### config.mk
export PLATFORM = sky130hd
export DESIGN_NAME = hbm_rd_arbiter
export DESIGN_NICKNAME = d
export VERILOG_FILES = /design/src/rtl/hbm_arb_pkg.sv /design/src/rtl/rr_pick.sv /design/src/rtl/hbm_rd_arbiter.sv
export SDC_FILE = /design/constraint.sdc
export NUM_CORES = 1
export LEC_CHECK = 0
export CORE_AREA = 2 2 192 194
export CTS_BUF_LIST = sky130_fd_sc_hd__clkbuf_4 sky130_fd_sc_hd__clkbuf_8
export DETAILED_ROUTE_END_ITERATION = 10
export DIE_AREA = 0 0 194 196
export GPL_TIMING_DRIVEN = 0
export PLACE_DENSITY = 0.36
export SLEW_MARGIN = 25
export SYNTH_ARGS = -nofsm -noshare
export SYNTH_HDL_FRONTEND = slang
export SYNTH_SLANG_ARGS = --single-unit
### constraint.sdc
create_clock -name S_AXI_ACLK -period 2.5 [get_ports S_AXI_ACLK]
set_input_delay 0.375 -clock S_AXI_ACLK [delete_from_list [all_inputs] [get_ports S_AXI_ACLK]]
set_output_delay 0.375 -clock S_AXI_ACLK [all_outputs]
set_load 0.05 [all_outputs]
### src/rtl/hbm_arb_pkg.sv
// ---------------------------------------------------------------------------
// hbm_arb_pkg
// Shared definitions for the HBM read-channel arbiter:
//   arb_state_e    : arbiter FSM states (IDLE, ADDR, DATA)
//   AXI_BURST_INCR : AXI ARBURST encoding for incrementing bursts
//   clog2_min1     : ceil(log2(n)) clamped to at least 1 (index widths)
// ---------------------------------------------------------------------------
package hbm_arb_pkg;

   typedef enum logic [1:0] {
      IDLE = 2'd0,
      ADDR = 2'd1,
      DATA = 2'd2
   } arb_state_e;

   localparam logic [1:0] AXI_BURST_INCR = 2'b01;

   // Width of an index able to address n items; never returns 0 so that a
   // single-entry index still gets a real bit.
   function automatic int clog2_min1(input int n);
      int w;
      w = 0;
      while ((1 << w) < n) begin
         w++;
      end
      return (w < 1) ? 1 : w;
   endfunction

endpackage

### src/rtl/rr_pick.sv
// ---------------------------------------------------------------------------
// rr_pick
// Combinational round-robin picker. Selects the first set bit of req at or
// after ptr, wrapping modulo NUM_REQ.
//   req  in  NUM_REQ : request vector
//   ptr  in  IDX_W   : highest-priority position this round
//   gnt  out NUM_REQ : one-hot grant (0 when no request)
//   idx  out IDX_W   : index of the granted bit
//   any  out 1       : at least one request present
// ---------------------------------------------------------------------------
module rr_pick
   import hbm_arb_pkg::*;
#(
   parameter int NUM_REQ = 4,
   parameter int IDX_W   = clog2_min1(NUM_REQ)
) (
   input  logic [NUM_REQ-1:0] req,
   input  logic [IDX_W-1:0]   ptr,
   output logic [NUM_REQ-1:0] gnt,
   output logic [IDX_W-1:0]   idx,
   output logic               any
);

   // Walk the candidates from farthest to nearest so the candidate closest
   // to ptr is the last one written and therefore wins.
   always_comb begin : p_pick
      logic [IDX_W-1:0] cand;
      gnt  = '0;
      idx  = '0;
      any  = 1'b0;
      cand = '0;
      for (int k = NUM_REQ - 1; k >= 0; k--) begin
         cand = IDX_W'((int'(ptr) + k) % NUM_REQ);
         if (req[cand]) begin
            gnt       = '0;
            gnt[cand] = 1'b1;
            idx       = cand;
            any       = 1'b1;
         end
      end
   end

endmodule

### src/rtl/hbm_rd_arbiter.sv
// ---------------------------------------------------------------------------
// hbm_rd_arbiter
// Round-robin arbiter sharing one HBM AXI read port (AR/R only) among
// NUM_REQ fetch engines. One burst outstanding at a time; the requester
// index is stamped on ARID and R beats are routed to the granted requester
// until RLAST.
//
// Ports:
//   S_AXI_ACLK, S_AXI_ARESET (async, active high)
//   REQ_AR{VALID,READY,ADDR,LEN} : per-requester address channel (packed)
//   REQ_R{VALID,READY}           : per-requester data handshake
//   REQ_R{DATA,LAST}             : broadcast read data / last
//   M_AXI_AR*, M_AXI_R*          : HBM pseudo-channel read port
//   arb_err                      : sticky burst-length / RID error flag
//
// Build option: define HBM_RD_ARB_CHECK_EN to enable the beat-count and
// RID checker driving arb_err; otherwise arb_err is constant 0.
// ---------------------------------------------------------------------------
module hbm_rd_arbiter
   import hbm_arb_pkg::*;
#(
   parameter int NUM_REQ = 4,
   parameter int ID_W    = 2,
   parameter int ADDR_W  = 32,
   parameter int DATA_W  = 128
) (
   input  logic                      S_AXI_ACLK,
   input  logic                      S_AXI_ARESET,
   input  logic [NUM_REQ-1:0]        REQ_ARVALID,
   output logic [NUM_REQ-1:0]        REQ_ARREADY,
   input  logic [NUM_REQ*ADDR_W-1:0] REQ_ARADDR,
   input  logic [NUM_REQ*8-1:0]      REQ_ARLEN,
   output logic [NUM_REQ-1:0]        REQ_RVALID,
   input  logic [NUM_REQ-1:0]        REQ_RREADY,
   output logic [DATA_W-1:0]         REQ_RDATA,
   output logic                      REQ_RLAST,
   output logic [ID_W-1:0]           M_AXI_ARID,
   output logic [ADDR_W-1:0]         M_AXI_ARADDR,
   output logic [7:0]                M_AXI_ARLEN,
   output logic [2:0]                M_AXI_ARSIZE,
   output logic [1:0]                M_AXI_ARBURST,
   output logic                      M_AXI_ARVALID,
   input  logic                      M_AXI_ARREADY,
   input  logic [ID_W-1:0]           M_AXI_RID,
   input  logic [DATA_W-1:0]         M_AXI_RDATA,
   input  logic [1:0]                M_AXI_RRESP,
   input  logic                      M_AXI_RLAST,
   input  logic                      M_AXI_RVALID,
   output logic                      M_AXI_RREADY,
   output logic                      arb_err
);

   localparam int         IDX_W   = clog2_min1(NUM_REQ);
   localparam logic [2:0] AR_SIZE = 3'($clog2(DATA_W / 8));

   arb_state_e          state_reg, state_next;
   logic [NUM_REQ-1:0]  gnt_reg;
   logic [IDX_W-1:0]    gnt_idx_reg;
   logic [IDX_W-1:0]    rr_ptr_reg;
   logic [IDX_W-1:0]    rr_ptr_inc;
   logic [NUM_REQ-1:0]  pick_gnt;
   logic [IDX_W-1:0]    pick_idx;
   logic                pick_any;
   logic                sel_arvalid;
   logic                ar_hs;
   logic                r_beat;
   logic [ADDR_W-1:0]   addr_slice [NUM_REQ];
   logic [7:0]          len_slice  [NUM_REQ];

   genvar gi;
   generate
      for (gi = 0; gi < NUM_REQ; gi++) begin : g_slice
         assign addr_slice[gi] = REQ_ARADDR[gi*ADDR_W +: ADDR_W];
         assign len_slice[gi]  = REQ_ARLEN[gi*8 +: 8];
      end
   endgenerate

   rr_pick #(
      .NUM_REQ (NUM_REQ),
      .IDX_W   (IDX_W)
   ) u_pick (
      .req (REQ_ARVALID),
      .ptr (rr_ptr_reg),
      .gnt (pick_gnt),
      .idx (pick_idx),
      .any (pick_any)
   );

   assign rr_ptr_inc = (gnt_idx_reg == IDX_W'(NUM_REQ - 1)) ? '0
                                                             : gnt_idx_reg + IDX_W'(1);

   // Data is broadcast; only the granted requester sees RVALID.
   assign REQ_RDATA     = M_AXI_RDATA;
   assign REQ_RLAST     = M_AXI_RLAST;
   assign M_AXI_ARSIZE  = AR_SIZE;
   assign M_AXI_ARBURST = AXI_BURST_INCR;

   always_ff @(posedge S_AXI_ACLK or posedge S_AXI_ARESET) begin
      if (S_AXI_ARESET) begin
         state_reg <= IDLE;
      end else begin
         state_reg <= state_next;
      end
   end

   always_comb begin
      state_next    = state_reg;
      REQ_ARREADY   = '0;
      REQ_RVALID    = '0;
      M_AXI_ARVALID = 1'b0;
      M_AXI_ARID    = '0;
      M_AXI_ARADDR  = '0;
      M_AXI_ARLEN   = '0;
      M_AXI_RREADY  = 1'b0;
      sel_arvalid   = REQ_ARVALID[gnt_idx_reg];
      ar_hs         = 1'b0;
      r_beat        = 1'b0;
      case (state_reg)
         IDLE: begin
            if (pick_any) begin
               state_next = ADDR;
            end
         end
         ADDR: begin
            M_AXI_ARVALID = sel_arvalid;
            M_AXI_ARID    = ID_W'(gnt_idx_reg);
            M_AXI_ARADDR  = addr_slice[gnt_idx_reg];
            M_AXI_ARLEN   = len_slice[gnt_idx_reg];
            REQ_ARREADY   = gnt_reg & {NUM_REQ{M_AXI_ARREADY}};
            ar_hs         = sel_arvalid & M_AXI_ARREADY;
            if (ar_hs) begin
               state_next = DATA;
            end else if (!sel_arvalid) begin
               // Requester withdrew: re-arbitrate without moving the pointer.
               state_next = IDLE;
            end
         end
         DATA: begin
            REQ_RVALID   = gnt_reg & {NUM_REQ{M_AXI_RVALID}};
            M_AXI_RREADY = REQ_RREADY[gnt_idx_reg];
            r_beat       = M_AXI_RVALID & REQ_RREADY[gnt_idx_reg];
            if (r_beat && M_AXI_RLAST) begin
               state_next = IDLE;
            end
         end
         default: state_next = IDLE;
      endcase
   end

   always_ff @(posedge S_AXI_ACLK or posedge S_AXI_ARESET) begin
      if (S_AXI_ARESET) begin
         gnt_reg     <= '0;
         gnt_idx_reg <= '0;
         rr_ptr_reg  <= '0;
      end else begin
         if (state_reg == IDLE && pick_any) begin
            gnt_reg     <= pick_gnt;
            gnt_idx_reg <= pick_idx;
         end
         // Pointer only advances once a burst fully completes.
         if (r_beat && M_AXI_RLAST) begin
            rr_ptr_reg <= rr_ptr_inc;
         end
      end
   end

`ifdef HBM_RD_ARB_CHECK_EN
   logic [7:0] beat_cnt_reg;
   logic [7:0] len_q_reg;
   logic       arb_err_reg;
   logic       err_len;
   logic       err_id;
   logic       unused_sink;

   // RLAST must coincide exactly with the final counted beat.
   assign err_len     = r_beat & (M_AXI_RLAST != (beat_cnt_reg == len_q_reg));
   assign err_id      = r_beat & (M_AXI_RID != ID_W'(gnt_idx_reg));
   assign arb_err     = arb_err_reg;
   assign unused_sink = ^M_AXI_RRESP;

   always_ff @(posedge S_AXI_ACLK or posedge S_AXI_ARESET) begin
      if (S_AXI_ARESET) begin
         beat_cnt_reg <= '0;
         len_q_reg    <= '0;
         arb_err_reg  <= 1'b0;
      end else begin
         if (ar_hs) begin
            beat_cnt_reg <= '0;
            len_q_reg    <= M_AXI_ARLEN;
         end else if (r_beat) begin
            beat_cnt_reg <= beat_cnt_reg + 8'd1;
         end
         if (err_len || err_id) begin
            arb_err_reg <= 1'b1;
`ifndef SYNTHESIS
            $error("hbm_rd_arbiter: burst error (len=%0b id=%0b)", err_len, err_id);
`endif
         end
      end
   end
`else
   logic unused_sink;
   assign unused_sink = ^{M_AXI_RRESP, M_AXI_RID};
   assign arb_err     = 1'b0;
`endif

endmodule

# Word level (Yosys, flattened, before mapping)
# Index checks and enable logic that the tools add are counted.
# word_totals
regBits	10
word_cells	90
output_inout_bits	187
in_bits	305
# classes
muxes	52
order_cmp	10
n_eq_ne	6
n_bitwise	5
n_addsub	4
n_reduce_logical	9
# ops
operator	n
32-bit 2-to-1 mux	3
32-bit binary-select mux with 2-bit select	1
4-bit 2-to-1 mux	6
8-bit 2-to-1 mux	3
2-bit 2-to-1 mux	10
1-bit 2-to-1 mux	17
8-bit binary-select mux with 2-bit select	1
2-bit by 3-bit less-than comparator with 1-bit output, second input constant	5
1-bit binary-select mux with 2-bit select	6
4-bit bitwise AND	2
1-bit demux with 2-bit select	4
2-bit by 1-bit >= comparator with 1-bit output, second input constant	4
1-bit logical AND	7
2-bit one-hot mux with 3 select lines	1
2-bit by 1-bit adder with 2-bit output, second input constant	2
2-bit adder, second input constant	2
2-bit == test, second input constant	2
2-bit inequality test, second input constant	2
3-bit >= comparator, second input constant	1
3-bit inequality test, second input constant	1
2-bit inverter with 3-bit output	1
3-bit AND reduction	1
1-bit bitwise AND	2
2-bit by 1-bit == test with 1-bit output, second input constant	1
2-bit zero test	1

# Depth between registers and ports, before layout
# Gate-level depths: netlist of the first run.
# depth
word_depth	9
mapped_depth	8
ltp_nobuf	6

# Modules after synthesis
# A second synthesis of the first run with hierarchy kept.
# unflattened
cells_unflattened	343
area_unflattened_um2	3375.7
# modules_own_cells
module	seq_area_each_um2	n_inst	area_each_um2	cells_each
hbm_rd_arbiter	250.2	1	2866.5	282
rr_pick	0.0	1	509.2	61

# Worst setup path before layout of the first run
# No wires, ideal clock.
# synth_path
kind	reg2reg
from	register rr_ptr_reg[0]
to	register gnt_reg[1]
period_less_slack_ns	2.284
setup_time_ns	0.088
slack_ns	0.216
required_ns	2.412
t_arrival_ns	2.196
path_buffers	2
stages_incl_launch_ff	9
path_cell_list	dfrtp_1 -> buf_2 -> inv_1 -> ha_1 -> buf_2 -> mux4_2 -> nor2b_2 -> nand2_1 -> a41oi_1
# synth_between
elab_chain_len	9
elab_cells_between_ends	40
classes_between	add/sub (3); order compare (8); mux (24); reduce/logical (5)
# synth_rtl
item	line	source
from (decl)	hbm_rd_arbiter.sv:59	logic [IDX_W-1:0] rr_ptr_reg;
from (signal assigned)	hbm_rd_arbiter.sv:162	rr_ptr_reg <= rr_ptr_inc;
2-bit adder	rr_pick.sv:33	cand = IDX_W'((int'(ptr) + k) % NUM_REQ);
2-bit by 3-bit less-than comparator with 1-bit output (implied by the code) / 2-bit by 1-bit >= comparator with 1-bit output (equally long branches)	rr_pick.sv:36	gnt[cand] = 1'b1;
1-bit logical AND (implied by the code)	rr_pick.sv:36	
1-bit 2-to-1 mux (implied by the code)	rr_pick.sv:36	
1-bit demux with 2-bit select	-	
4-bit 2-to-1 mux (4 in series)	rr_pick.sv:34	if (req[cand]) begin
to (signal assigned)	hbm_rd_arbiter.sv:157	gnt_reg <= pick_gnt;
to (decl)	hbm_rd_arbiter.sv:57	logic [NUM_REQ-1:0] gnt_reg;
# Parallel ways exist; a longest one is shown, timed or not. The select of a mux whose other input is x is not followed.
# A chain may end at the register's enable or synchronous reset.

# Worst setup path after layout of the first run
# layout_path
from	input port REQ_ARVALID[2]
to	output port M_AXI_ARVALID
# layout_between
elab_chain_len	3
# layout_rtl
item	line	source
from (decl)	hbm_rd_arbiter.sv:29	input logic [NUM_REQ-1:0] REQ_ARVALID,
1-bit binary-select mux with 2-bit select	hbm_rd_arbiter.sv:115	sel_arvalid = REQ_ARVALID[gnt_idx_reg];
1-bit 2-to-1 mux (implied by the code)	hbm_rd_arbiter.sv:115	
1-bit 2-to-1 mux	hbm_rd_arbiter.sv:118	case (state_reg)
to (decl)	hbm_rd_arbiter.sv:42	output logic M_AXI_ARVALID,
# No other way between the ends. The select of a mux whose other input is x is not followed.

==> results.md, run 1 <==
* Die width at 194 um
* Commonest non-fill, non-tap cell in the layout: clkdlybuf4s50_1
* HPWL after detailed placement at 17300 um
* Max FO, Critical Path at 10
* P_leak at 3.13 nW
* Synth top area cells: buf_4, mux4_2, and2_1, dfrtp_1, ha_1
* Syn avg cell area at 9.63 um^2
* Share of cells above drive strength 1 at 0.368
* Largest family of logic cells by synthesized area: buffers and inverters
* Post-Place Cells at 1169
* CTS Buf Count at 3
* Simple-Gate Fraction of Synth Area at 0.156
* Period utilisation layout at 0.973
* Sink Count at 10
* Core ar. at 36100 um^2
* Fin nets at 1025
* Overall global routing resource usage at 0.0935
* Switching portion of total power at 0.571
* GPL Wtd Cong at 0.717
* Arrival time at the worst endpoint at 2.06 ns
* Clock Path Buffers at 2
* WL final at 19600 um
* Final setup fails at 0
* First-pass GRT wire length at 26900 um
* Worst setup EP type: primary output
* Synth Cell Area at 3310 um^2
* Area growth, synth to finish at 125%
* Synth unique cells at 42
* Cell-internal power at 2.31 mW
* Final hold vios at 0
* Max reg flops at 4
* Synth warn at 0
* Hold-fix buffers, CTS at 0
* Largest net degree at the start of global routing at 11
* Slowest CP cell: mux4_2
* Slew Viols, Final at 0
* ANT cells at 0
* Worst path cell trace: clkdlybuf4s50_1 -> buf_2 -> mux4_2 -> and2_1 -> clkdlybuf4s15_2
* Die ar. at 38000 um^2
* Status: completed
* Sequential share of the synthesized area at 0.0755
* Vias in the first global route at 3913
* Initial antenna violation count at 0
* HP Class: primary input to async pin
* Iter 0 DRT Violations at 96
* Slew @ Worst Pin at 0.601 ns
* Ports at 492
* Setup CP Type: primary input to primary output
* Chip height at 196 um
* Skew-Pair Late Insertion Delay at 0.23 ns
* Post-synthesis cell count at 344
* Synth Area in Compound Gates at 0.0461
* Relative slew slack at 0.598
* Clk_skew at 0.00123 ns
* Drt drc at 0
* Commonest non-fill, non-tap cells in the layout: clkdlybuf4s50_1, buf_4, mux4_2, and2_1, clkbuf_2
* Max-cap violations at 0
* Wirelength per Cell at 16.7 um
* Area leader, netlist: buf_4
* Crit-path leading delay family: buffers and inverters
* NetSw at 3.08 mW
* Clock share of power at 0.037
* Pwr Total at 5.40 mW
* Initial cell density of the core at 0.0918
* Power per cell area at 723 nW/um^2
* WP buf/inv at 3
* Post-route ant nets at 0
* Synth Area in XOR/XNOR at 0
* Final Util at 0.207
* CP max stage delay at 0.47 ns
* RSZ-0062 raised after global routing: yes
* Clock slew seen by the registers of the worst setup and hold paths at 0.05 ns
* Fin cells at 1178
* Max Fclk at 411 MHz
* PortBufs at 353
* Synth Area in Adders at 0.0340
* Row cnt at 70
* Yosys reg bits at 10
* Seq pwr share at 0.056
* Synth top area share at 0.310
* Gate power share at 0.907
* DRT Pass-1 Iters at 4
* CTS tree: yes
* Drt via density at 3.26
* Peak VDD IR at 0.385 mV
* Root buffer cell: clkbuf_8
* Worst setup SP type: primary input
* Grt total ovfl at 0
* Mux cell area share after synthesis at 0.343
* # H-tree levels at 1
* Fin crit period at 2.43 ns
* CP Data Required Time at 2.12 ns
* DR vias at 3842
stage by stage:
stage | setup TNS (ns) | area, um^2 | setup slack, ns | hold slack (ns)
floorplan | 0 | 3330 | 0.216 | 0.215
global placement | -26.62 | 7450 | -0.802 | 0.627
detailed placement | -26.87 | 7450 | -0.825 | 0.624
CTS | -3.05 | 7540 | -0.164 | 0.438
global route | -0.0491 | 7470 | -0.0490 | 0.456
finish | 0 | 7470 | 0.0668 | 0.425
routing by layer:
metal,vias to the layer above,part of all wire,global-route usage,routed length [um]
met2,222,0.52,0.173,10300
li1,1813,-,-,-
met3,8,0.068,0.0199,1330
met4,0,0.0093,0.0129,183
met1,1799,0.40,0.112,7830
met5,-,0,0,0
cells by family after synthesis:
family                     after synthesis
muxes                                   56
and+or+nand+nor                         85
DFF                                     10
buffers and inverters                  161
adders and majority gates                9
AOI/OAI and AO/OA                       21
other                                    2
final timing paths:
kind | startpoint | end | slack, ns | cells past startpoint
worst max-delay path | REQ_ARVALID[2] | M_AXI_ARVALID | 0.07 | 5
worst min-delay path | S_AXI_ARESET | state_reg[1] | 0.42 | 2
worst max register to register | rr_ptr_reg[1] | gnt_reg[3] | 0.15 | 8
worst min register to register | gnt_reg[1] | gnt_reg[1] | 0.63 | 2
max in group asynchronous | S_AXI_ARESET | rr_ptr_reg[1] | 1.77 | 2
min in group S_AXI_ACLK | gnt_reg[1] | gnt_reg[1] | 0.63 | 2
power groups by stage:
stage          Sequential (mW)  Clock, mW  Combinational (mW)
3_3_place_gp             0.322          0                5.09
2_1_floorplan            0.290          0                3.34
5_1_grt                  0.316      0.219                5.20
6_report                 0.303      0.199                4.90
3_5_place_dp             0.320          0                5.06
4_1_cts                  0.304      0.206                4.99
cell usage after synthesis (all sizes together):
master	number
a221oi	1
and3	8
nand2	10
and2b	1
o21bai	1
o22ai	1
a211oi	1
mux2	3
and2	44
or3	1
dfrtp	10
o22a	1
nor2	4
conb	2
a22o	1
nand3	2
ha	9
clkbuf	8
nor2b	4
nand4	1
and3b	1
nor3	1
or2b	4
o21ai	7
mux4	45
buf	149
or3b	1
nor4	1
o211ai	2
o211a	1
mux2i	8
inv	4
nand3b	1
a41oi	4
a21oi	1
nor3b	1
timing repair:
action                                  CTS  global route
cloned                                    0             0
buffers inserted                          1             4
pin swaps                                 0             1
endpoints found under the hold margin     0             0
endpoints found under the setup margin   52            48
gates resized for setup                  97            86
area by class of cell:
| cell class | count | area [um^2] |
|---|---|---|
| tap | 468 | 586 |
| sequential | 10 | 253 |
| inverter | 4 | 22.5 |
| clock buffer | 4 | 55.1 |
| multi-input combinational | 177 | 1940 |
| buffer | 157 | 1190 |
| fill | 3976 | 28600 |
| timing repair buffer | 358 | 3420 |
No activity file was read; power rests on OpenSTA's default activity.
==> run 2, diff against run 1 <==
Clock period 2.5 ns to 2.4 ns, I/O delays scaled along.
==> results.md, run 2 (synthesis results as in run 1) <==
* Worst setup SP type: register
* Relative slew slack at 0.598 (unchanged)
* Hold_ws at 0.413 ns (-0.0122 ns)
* Clk_skew at 0.000192 ns (-0.00104 ns)
* P_leak at 3.15 nW (+0.69%)
* Slew @ Worst Pin at 0.601 ns (unchanged)
* Die width at 194 um (unchanged)
* Arrival time at the worst endpoint at 1.94 ns (-0.12 ns)
* Iter 0 DRT Violations at 104 (+8.3%)
* Fin nets at 1023 (-0.20%)
* Ports at 492 (unchanged)
* CTS Buf Count at 3 (unchanged)
* Area growth, synth to finish at 125%
* RSZ-0062 raised after global routing: no
* HP Class: primary input to async pin
* Register Area at 253 um^2 (unchanged)
* Multi-input logic area at 1970 um^2 (+1.3%)
* Sink Count at 10 (unchanged)
* CP Data Required Time at 2.04 ns (-0.08 ns)
* Vias in the first global route at 3932 (+0.49%)
* Clock Path Buffers at 2 (unchanged)
* HPWL after detailed placement at 17300 um (unchanged)
* CTS tree: yes
* Commonest non-fill, non-tap cells in the layout: clkdlybuf4s50_1, buf_4, mux4_2, and2_1, buf_2
* Max Fclk at 435 MHz
* # H-tree levels at 1 (unchanged)
* Die ar. at 38000 um^2 (unchanged)
* Chip height at 196 um (unchanged)
* Clock slew seen by the registers of the worst setup and hold paths at 0.05 ns (about the same)
* Wirelength per Cell at 16.7 um (about the same)
* DR vias at 3823 (-0.49%)
* WL final at 19600 um (-0.22%)
* Critical Path Source: gnt_idx_reg[0]
* Slowest CP cell: mux4_2
* CP max stage delay at 0.53 ns (+0.06 ns)
* Hold-fix buffers, CTS at 0 (unchanged)
* Commonest non-fill, non-tap cell in the layout: clkdlybuf4s50_1
* Drt drc at 0 (unchanged)
* Max FO, Critical Path at 10 (unchanged)
* Final hold vios at 0 (unchanged)
* Final Util at 0.207 (-0.000416)
* Most Frequent Cell on Critical Path: buf_8
* Slew Viols, Final at 0 (unchanged)
* Drt via density at 3.25 (-0.33%)
* Grt total ovfl at 0 (unchanged)
* Share of cells above drive strength 1 at 0.371 (+0.00386)
* Row cnt at 70 (unchanged)
* Period utilisation layout at 0.957
* FF-to-FF Start: rr_ptr_reg[1]
* Setup CP Type: register to primary output
* Largest net degree at the start of global routing at 11 (unchanged)
* PortBufs at 353 (unchanged)
* Worst path cell trace: buf_8 -> buf_8 -> mux4_2 -> and2_1 -> buf_2
* Final setup fails at 0 (unchanged)
* Skew-Pair Late Insertion Delay at 0.23 ns (about the same)
* Peak VDD IR at 0.398 mV (+3.3%)
* Initial antenna violation count at 0 (unchanged)
* Overall global routing resource usage at 0.0940 (+0.000514)
* GPL Wtd Cong at 0.717 (unchanged)
* Max-cap violations at 0 (unchanged)
* ANT cells at 0 (unchanged)
* Power per cell area at 755 nW/um^2 (+4.5%)
* Worst setup EP type: primary output
* DRT Pass-1 Iters at 3 (-1)
* Fin crit period at 2.30 ns
* First-pass GRT wire length at 27100 um (+0.54%)
* Root buffer cell: clkbuf_8
* Fillers at 3979 (+0.075%)
* Status: completed
* Post-route ant nets at 0 (unchanged)
* Max reg flops at 4 (unchanged)
* Initial cell density of the core at 0.0918 (unchanged)
* Core ar. at 36100 um^2 (unchanged)
[run 2: critical path, delay by kind of cell (launching register included)]
kind	cells	cell delay (ns)
buf+inv	3	0.59
mux	1	0.53
flops	1	0.37
simple gates	1	0.19
[run 2: what timing repair did]
action | in CTS | in global routing
endpoints found under the setup margin | 52 | 27
endpoints found under the hold margin | 0 | 0
resized for setup | 207 | 56
pin swaps | 1 | 3
buffers inserted | 2 | 1
[run 2: final cells by class]
class,instances,area share
timing repair buffer,356,0.451
multi-input combinational,177,0.264
buffer,157,0.162
tap,468,0.0785
sequential,10,0.0339
clock buffer,4,0.00739
inverter,4,0.00252
[run 2: path summary, 6_finish.rpt]
path	cells past startpoint	slack, ns	end
max in group asynchronous	2	1.68	rr_ptr_reg[1]
worst min-delay path	2	0.41	state_reg[1]
worst min register to register	2	0.64	rr_ptr_reg[1]
min in group S_AXI_ACLK	2	0.64	rr_ptr_reg[1]
worst max-delay path	5	0.10	M_AXI_ARADDR[13]
worst max register to register	8	0.11	gnt_reg[0]
[run 2: layer usage]
metal	wire, um	global-route usage	vias up	part of all wire
met5	0	0	-	0
met4	187	0.0129	0	0.0095
met3	1420	0.0210	9	0.072
met2	10200	0.174	217	0.52
met1	7740	0.113	1789	0.40
li1	-	-	1808	-
[run 2: through the flow]
| step | power (mW) | setup slack, ns | area (um^2) | setup TNS (ns) | cells |
|---|---|---|---|---|---|
| floorplan | 3.78 | 0.116 | 3330 | 0 | 348 |
| global placement | 5.64 | -0.887 | 7450 | -31.07 | 1169 |
| detailed placement | 5.60 | -0.910 | 7450 | -31.32 | 1169 |
| CTS | 5.76 | -0.0752 | 7500 | -0.468 | 1175 |
| global route | 5.99 | 0.00231 | 7450 | 0 | 1176 |
| finish | 5.63 | 0.103 | 7450 | 0 | 1176 |
[run 2: power breakdown]
part           switching (mW)  total (mW)  internal, mW
Sequential             0.0678       0.319         0.251
Combinational            3.08        5.10          2.02
Clock                  0.0651       0.209         0.144
==> run 3, diff against run 2 <==
Settings changed: PLACE_DENSITY 0.36 to 0.44.
==> results.md, run 3 (synthesis results as in run 1) <==
* Status: completed
* Area growth, synth to finish at 125% (about the same)
* Initial cell density of the core at 0.0918 (unchanged)
* Iter 0 DRT Violations at 91 (-13%)
* Root buffer cell: clkbuf_8
* Row cnt at 70 (unchanged)
* Final Util at 0.206 (about the same)
* Chip height at 196 um (unchanged)
* Peak VDD IR at 0.460 mV (+16%)
* CP max stage delay at 0.44 ns (-0.09 ns)
* Fin cells at 1175 (-0.085%)
* Worst setup EP type: register
* Clk_skew at 0.00443 ns (+0.00424 ns)
* Ports at 492 (unchanged)
* RSZ-0062 raised after global routing: no
* Slew @ Worst Pin at 0.587 ns (-0.0143 ns)
* Power per cell area at 753 nW/um^2 (-0.26%)
* Slowest CP cell: dfrtp_2
* Die width at 194 um (unchanged)
* HP Class: primary input to async pin
* Post-route cell area at 7450 um^2 (about the same)
* HPWL after detailed placement at 16400 um (-5.2%)
* CTS Buf Count at 3 (unchanged)
* Worst path cell trace: buf_4 -> inv_2 -> ha_1 -> clkbuf_4 -> or3b_4 -> a211oi_4 -> o21ai_1 -> a41oi_1
* Commonest non-fill, non-tap cells in the layout: clkdlybuf4s50_1, buf_4, mux4_2, and2_1, buf_2
* Largest net degree at the start of global routing at 11 (unchanged)
* Relative slew slack at 0.607 (+0.00868)
* First-pass GRT wire length at 25800 um (-4.6%)
* Fin crit period at 2.32 ns (+0.0240 ns)
* # H-tree levels at 1 (unchanged)
* Setup CP Type: register to register
* Pwr Total at 5.61 mW (-0.34%)
* Initial antenna violation count at 1 (+1)
* Arrival time at the worst endpoint at 2.45 ns (+0.51 ns)
* P_leak at 3.15 nW (about the same)
* GPL Wtd Cong at 0.732 (+2.1%)
* Core ar. at 36100 um^2 (unchanged)
* Drt drc at 0 (unchanged)
* Die ar. at 38000 um^2 (unchanged)
* FF-to-FF Start: rr_ptr_reg[1]
* CP Data Required Time at 2.53 ns (+0.49 ns)
* R2R Setup Slk at 0.08 ns (-0.03 ns)
* Clock slew seen by the registers of the worst setup and hold paths at 0.05 ns (about the same)
* Max-cap violations at 0 (unchanged)
* Dpl cell area at 7450 um^2 (unchanged)
* Slew Viols, Final at 0 (unchanged)
* Reg2Reg Depth at 8 (unchanged)
* Wirelength per Cell at 15.9 um (-4.8%)
* Setup TNS at 0 ns (unchanged)
* Grt total ovfl at 0 (unchanged)
* Final setup fails at 0 (unchanged)
* ANT cells at 0 (unchanged)
* CTS tree: yes
* Max Fclk at 431 MHz (-1.0%)
* PortBufs at 353 (unchanged)
* Drt via density at 3.28 (+1.0%)
* Period utilisation layout at 0.967 (+0.00999)
* DRT Pass-1 Iters at 4 (+1)
* Critical Path Source: rr_ptr_reg[1]
* Post-Place Cells at 1169 (unchanged)
* Share of cells above drive strength 1 at 0.369 (-0.00230)
* Worst setup SP type: register
* Sink Count at 10 (unchanged)
* Final hold vios at 0 (unchanged)
* Clock Path Buffers at 2 (unchanged)
* Post-route ant nets at 0 (unchanged)
* Max reg flops at 4 (unchanged)
* Overall global routing resource usage at 0.0885 (-0.00547)
* Commonest non-fill, non-tap cell in the layout: clkdlybuf4s50_1
* Vias in the first global route at 3941 (+0.23%)
* WL final at 18600 um (-4.9%)
* Skew-Pair Late Insertion Delay at 0.23 ns (about the same)
* Max FO, Critical Path at 10 (unchanged)
* Fin nets at 1022 (-0.098%)
* DR vias at 3859 (+0.94%)
-- run 3: per-stage QoR --
step                      worst slack (ns)  hold slack (ns)
final                               0.0787            0.421
after global routing                0.0159            0.455
after CTS                          -0.0859            0.429
after detailed placement            -0.970            0.630
after global placement              -0.942            0.619
after floorplan                      0.116            0.200
-- run 3: critical path, delay by kind of cell, from the launching register on --
kind | cells | cell delay, ns
adders and majority gates | 1 | 0.24
buffers and inverters | 3 | 0.49
AOI/OAI and AO/OA | 3 | 0.66
and+or+nand+nor | 1 | 0.39
DFF | 1 | 0.44
-- run 3: power breakdown --
part           leakage (nW)  internal [mW]  switching [mW]
Clock                0.0288          0.144          0.0651
Combinational          3.00           2.02            3.06
Sequential            0.122          0.250          0.0684
Total                  3.15           2.42            3.19
-- run 3: timing repair --
item	4_1_cts	5_1_grt
buffers inserted	2	0
pin swaps	1	2
hold buffers	0	0
setup endpoints to repair	52	23
resized for setup	227	36
-- run 3: area by class of cell --
type,instances,area [um^2]
Buffer,157,1220
Clock buffer,4,55.1
Fill cell,3968,28600
Inverter,4,15.0
Multi-Input combinational cell,177,1960
Sequential cell,10,253
Tap cell,468,586
Timing Repair Buffer,355,3360
-- run 3: path summary, 6_finish.rpt --
path / to
max: gnt_reg[2]
min: state_reg[0]
max reg2reg: gnt_reg[2]
max in group asynchronous: rr_ptr_reg[0]
min reg2reg: rr_ptr_reg[1]
min in group S_AXI_ACLK: rr_ptr_reg[1]
-- run 3: layer usage --
metal	vias to the layer above	GRT usage	share of wire
li1	1804	-	-
met1	1831	0.108	0.39
met2	222	0.165	0.53
met3	2	0.0177	0.075
met4	0	0.00758	0.0023
met5	-	0	0
==> edit: new RTL, flow settings as in run 3 <==
The 3 states of `arb_state_e` get a one-hot encoding in 3 bits.
--- a/src/rtl/hbm_arb_pkg.sv
+++ b/src/rtl/hbm_arb_pkg.sv
@@ -9,6 +9,6 @@
 
-   typedef enum logic [1:0] {
-      IDLE = 2'd0,
-      ADDR = 2'd1,
-      DATA = 2'd2
+   typedef enum logic [2:0] {
+      IDLE = 3'b001,
+      ADDR = 3'b010,
+      DATA = 3'b100
    } arb_state_e;
Behaviour: same outputs for any inputs over 4 cycles, from zero or initial values and one cycle with S_AXI_ARESET high; so few cycles prove little.
==> edit against run 3 <==
  * Final area is 0.91% lower
  * Clock power down 8%
  * Hold slack gained 38 ps
  * Worst setup slack better by 26 ps
  * Power decreased by 16%
  * Synthesized area fell by 1.7%
  * Sequential cell count up 1
  * Wire length down 1.2%
  * Critical path type is now reg -> out
==> edit: results (changes against run 3) <==
Status
  • Status: finished, final reports clean

STA
  • Worst Tran Pin Value: 611 ps (+24.0 ps)
  • Layout Skew: 3.57 ps (-0.856 ps)

Critical path
  • Critical Path AT: 1940 ps (-510 ps)
  • CP peak stage delay: 610 ps (+170 ps)
  • Worst reg2reg path startpoint: rr_ptr_reg[1]
  • RR Endpoint: gnt_reg[3]
  • Critical-path top delay cell: dlygate4sd2_1
  • R2R cell count: 9 (+1)
  • Crit-path max FO: 10 (unchanged)
  • Reg2Reg Setup Slack: 110 ps (+30 ps)

Pwr
  • Peak supply drop: 0.325 mV (-29%)
  • Leak Pwr: 3.15 nW (about the same)

Synth
  • YS warnings: 0 (unchanged)
  • Async SR Flop Fraction: 100% (unchanged)
  • Dominant cells by area after synthesis: buf_4 31%, mux4_2 30%, and2_1 8.4%, dfrtp_1 7.7%, ha_1 3.5%
  • Post-synth top cells: 136 x buf_4, 44 x and2_1, 44 x mux4_2
  • Distinct cells, synth: 36 (-14%)
  • Primary FF master, synth: dfrtp_1
  • Seq/Total Area, Yosys: 8.49% (+0.93 points)
  • Cells after synthesis: 346 (+0.58%)

Route
  • Starting DRT DRC Count: 77 (-15%)
  • Vias post-DR: 3,823 (-0.93%)
  • Post-Route WL: 18,400 um (-1.2%)
  • Pre-Repair DR Iteration Count: 3 (-1)

Layout
  • Net count, final: 1,026 (+0.39%)
  • Share of cells above drive strength 1: 36.7% (-0.21 points)
  • Number of flip-flops in the largest register: 4 (unchanged)
  • Post-Layout Cell Count: 1,179 (+0.34%)
  • Diode count: 0 (unchanged)

CTS
  • Clock Tree Root: clkbuf_8
  • Clk Latency, worst-skew pair: 230 ps (about the same)
  • Clock transition at the registers of the reported paths: 50 ps (about the same)
  • H-Tree Depth: 1 (unchanged)
  • CTS max path bufs: 2 (unchanged)
  • CTS buffer count: 3 (unchanged)

Global route
  • First-pass GRT wire length: 25,500 um (-1.4%)
  • Initial antenna violation count: 0 (-1)
  • Largest net degree at the start of global routing: 12 (+1)
  • Vias in the first global route: 3,850 (-2.3%)
  • GRT Overall Usage: 8.80% (-0.054 points)

Placed design
  • IO Port Bufs: 351 (-0.57%)
  • Pre-CTS setup slack: -1060 ps (-90.4 ps)
  • RD Place Congestion: 0.751 (+2.6%)
  • Post-DP Area: 7370 um2 (-0.99%)
  • Post-DP HPWL: 16,200 um (-0.82%)
[edit: where the power goes]
| part | switching [mW] | total (mW) | internal, mW |
|---|---|---|---|
| logic | 2.31 | 4.15 | 1.84 |
| clock network | 0.0650 | 0.193 | 0.128 |
| registers | 0.0702 | 0.348 | 0.278 |
| total | 2.45 | 4.69 | 2.24 |
[edit: cell type report]
cell class	count	area, um2
timing repair buffer	357	3360
inverter	3	15.0
sequential	11	279
buffer	157	1220
multi-input combinational	179	1870
tap	468	586
fill	3971	28700
clock buffer	4	48.8
[edit: cell families after synthesis]
logic type / Yosys count / synth area share [%]
flops: 11 / 8.49
simple gates: 88 / 16.1
mux: 48 / 31.7
compound gates: 28 / 5.41
other cells: 2 / 0.231
buf+inv: 160 / 34.6
fa+ha+maj: 9 / 3.46
[edit: how the worst max path moves through the flow]
stage	startpoint	end	slack, ps
detailed placement	gnt_idx_reg[1]	M_AXI_ARADDR[22]	-1060
floorplan	rr_ptr_reg[1]	gnt_idx_reg[0]	90
global placement	gnt_idx_reg[1]	M_AXI_ARADDR[22]	-1080
finish	state_reg[2]	M_AXI_ARID[1]	100
global route	rr_ptr_reg[0]	gnt_reg[0]	-1
CTS	gnt_idx_reg[0]	M_AXI_ARADDR[22]	-50
[edit: worst max-delay path: cells and delay by family (launching register included)]
kind	cells	cell delay (ps)
flops	1	410
buf+inv	2	890
simple gates	2	380
[edit: per-layer routing]
layer	global-route usage (%)	vias to the layer above	part of all wire [%]
li1	-	1814	-
met1	10.1	1808	39
met2	16.7	199	54
met3	2.65	2	7.7
met4	0.421	0	0.12
met5	0	-	0
[edit: through the flow]
| stage | hold WS, ps | util (%) |
|---|---|---|
| 2_1_floorplan | 212 | - |
| 3_3_place_gp | 624 | 20.4 |
| 3_5_place_dp | 623 | 20.4 |
| 4_1_cts | 466 | 20.4 |
| 5_1_grt | 499 | 20.5 |
| 6_report | 460 | 20.5 |
[edit: repair_timing]
item / 4_1_cts / 5_1_grt
setup endpoints to repair: 53 / 24
setup buffers: 3 / 3
gates resized for setup: 233 / 33
gates cloned: 0 / 0
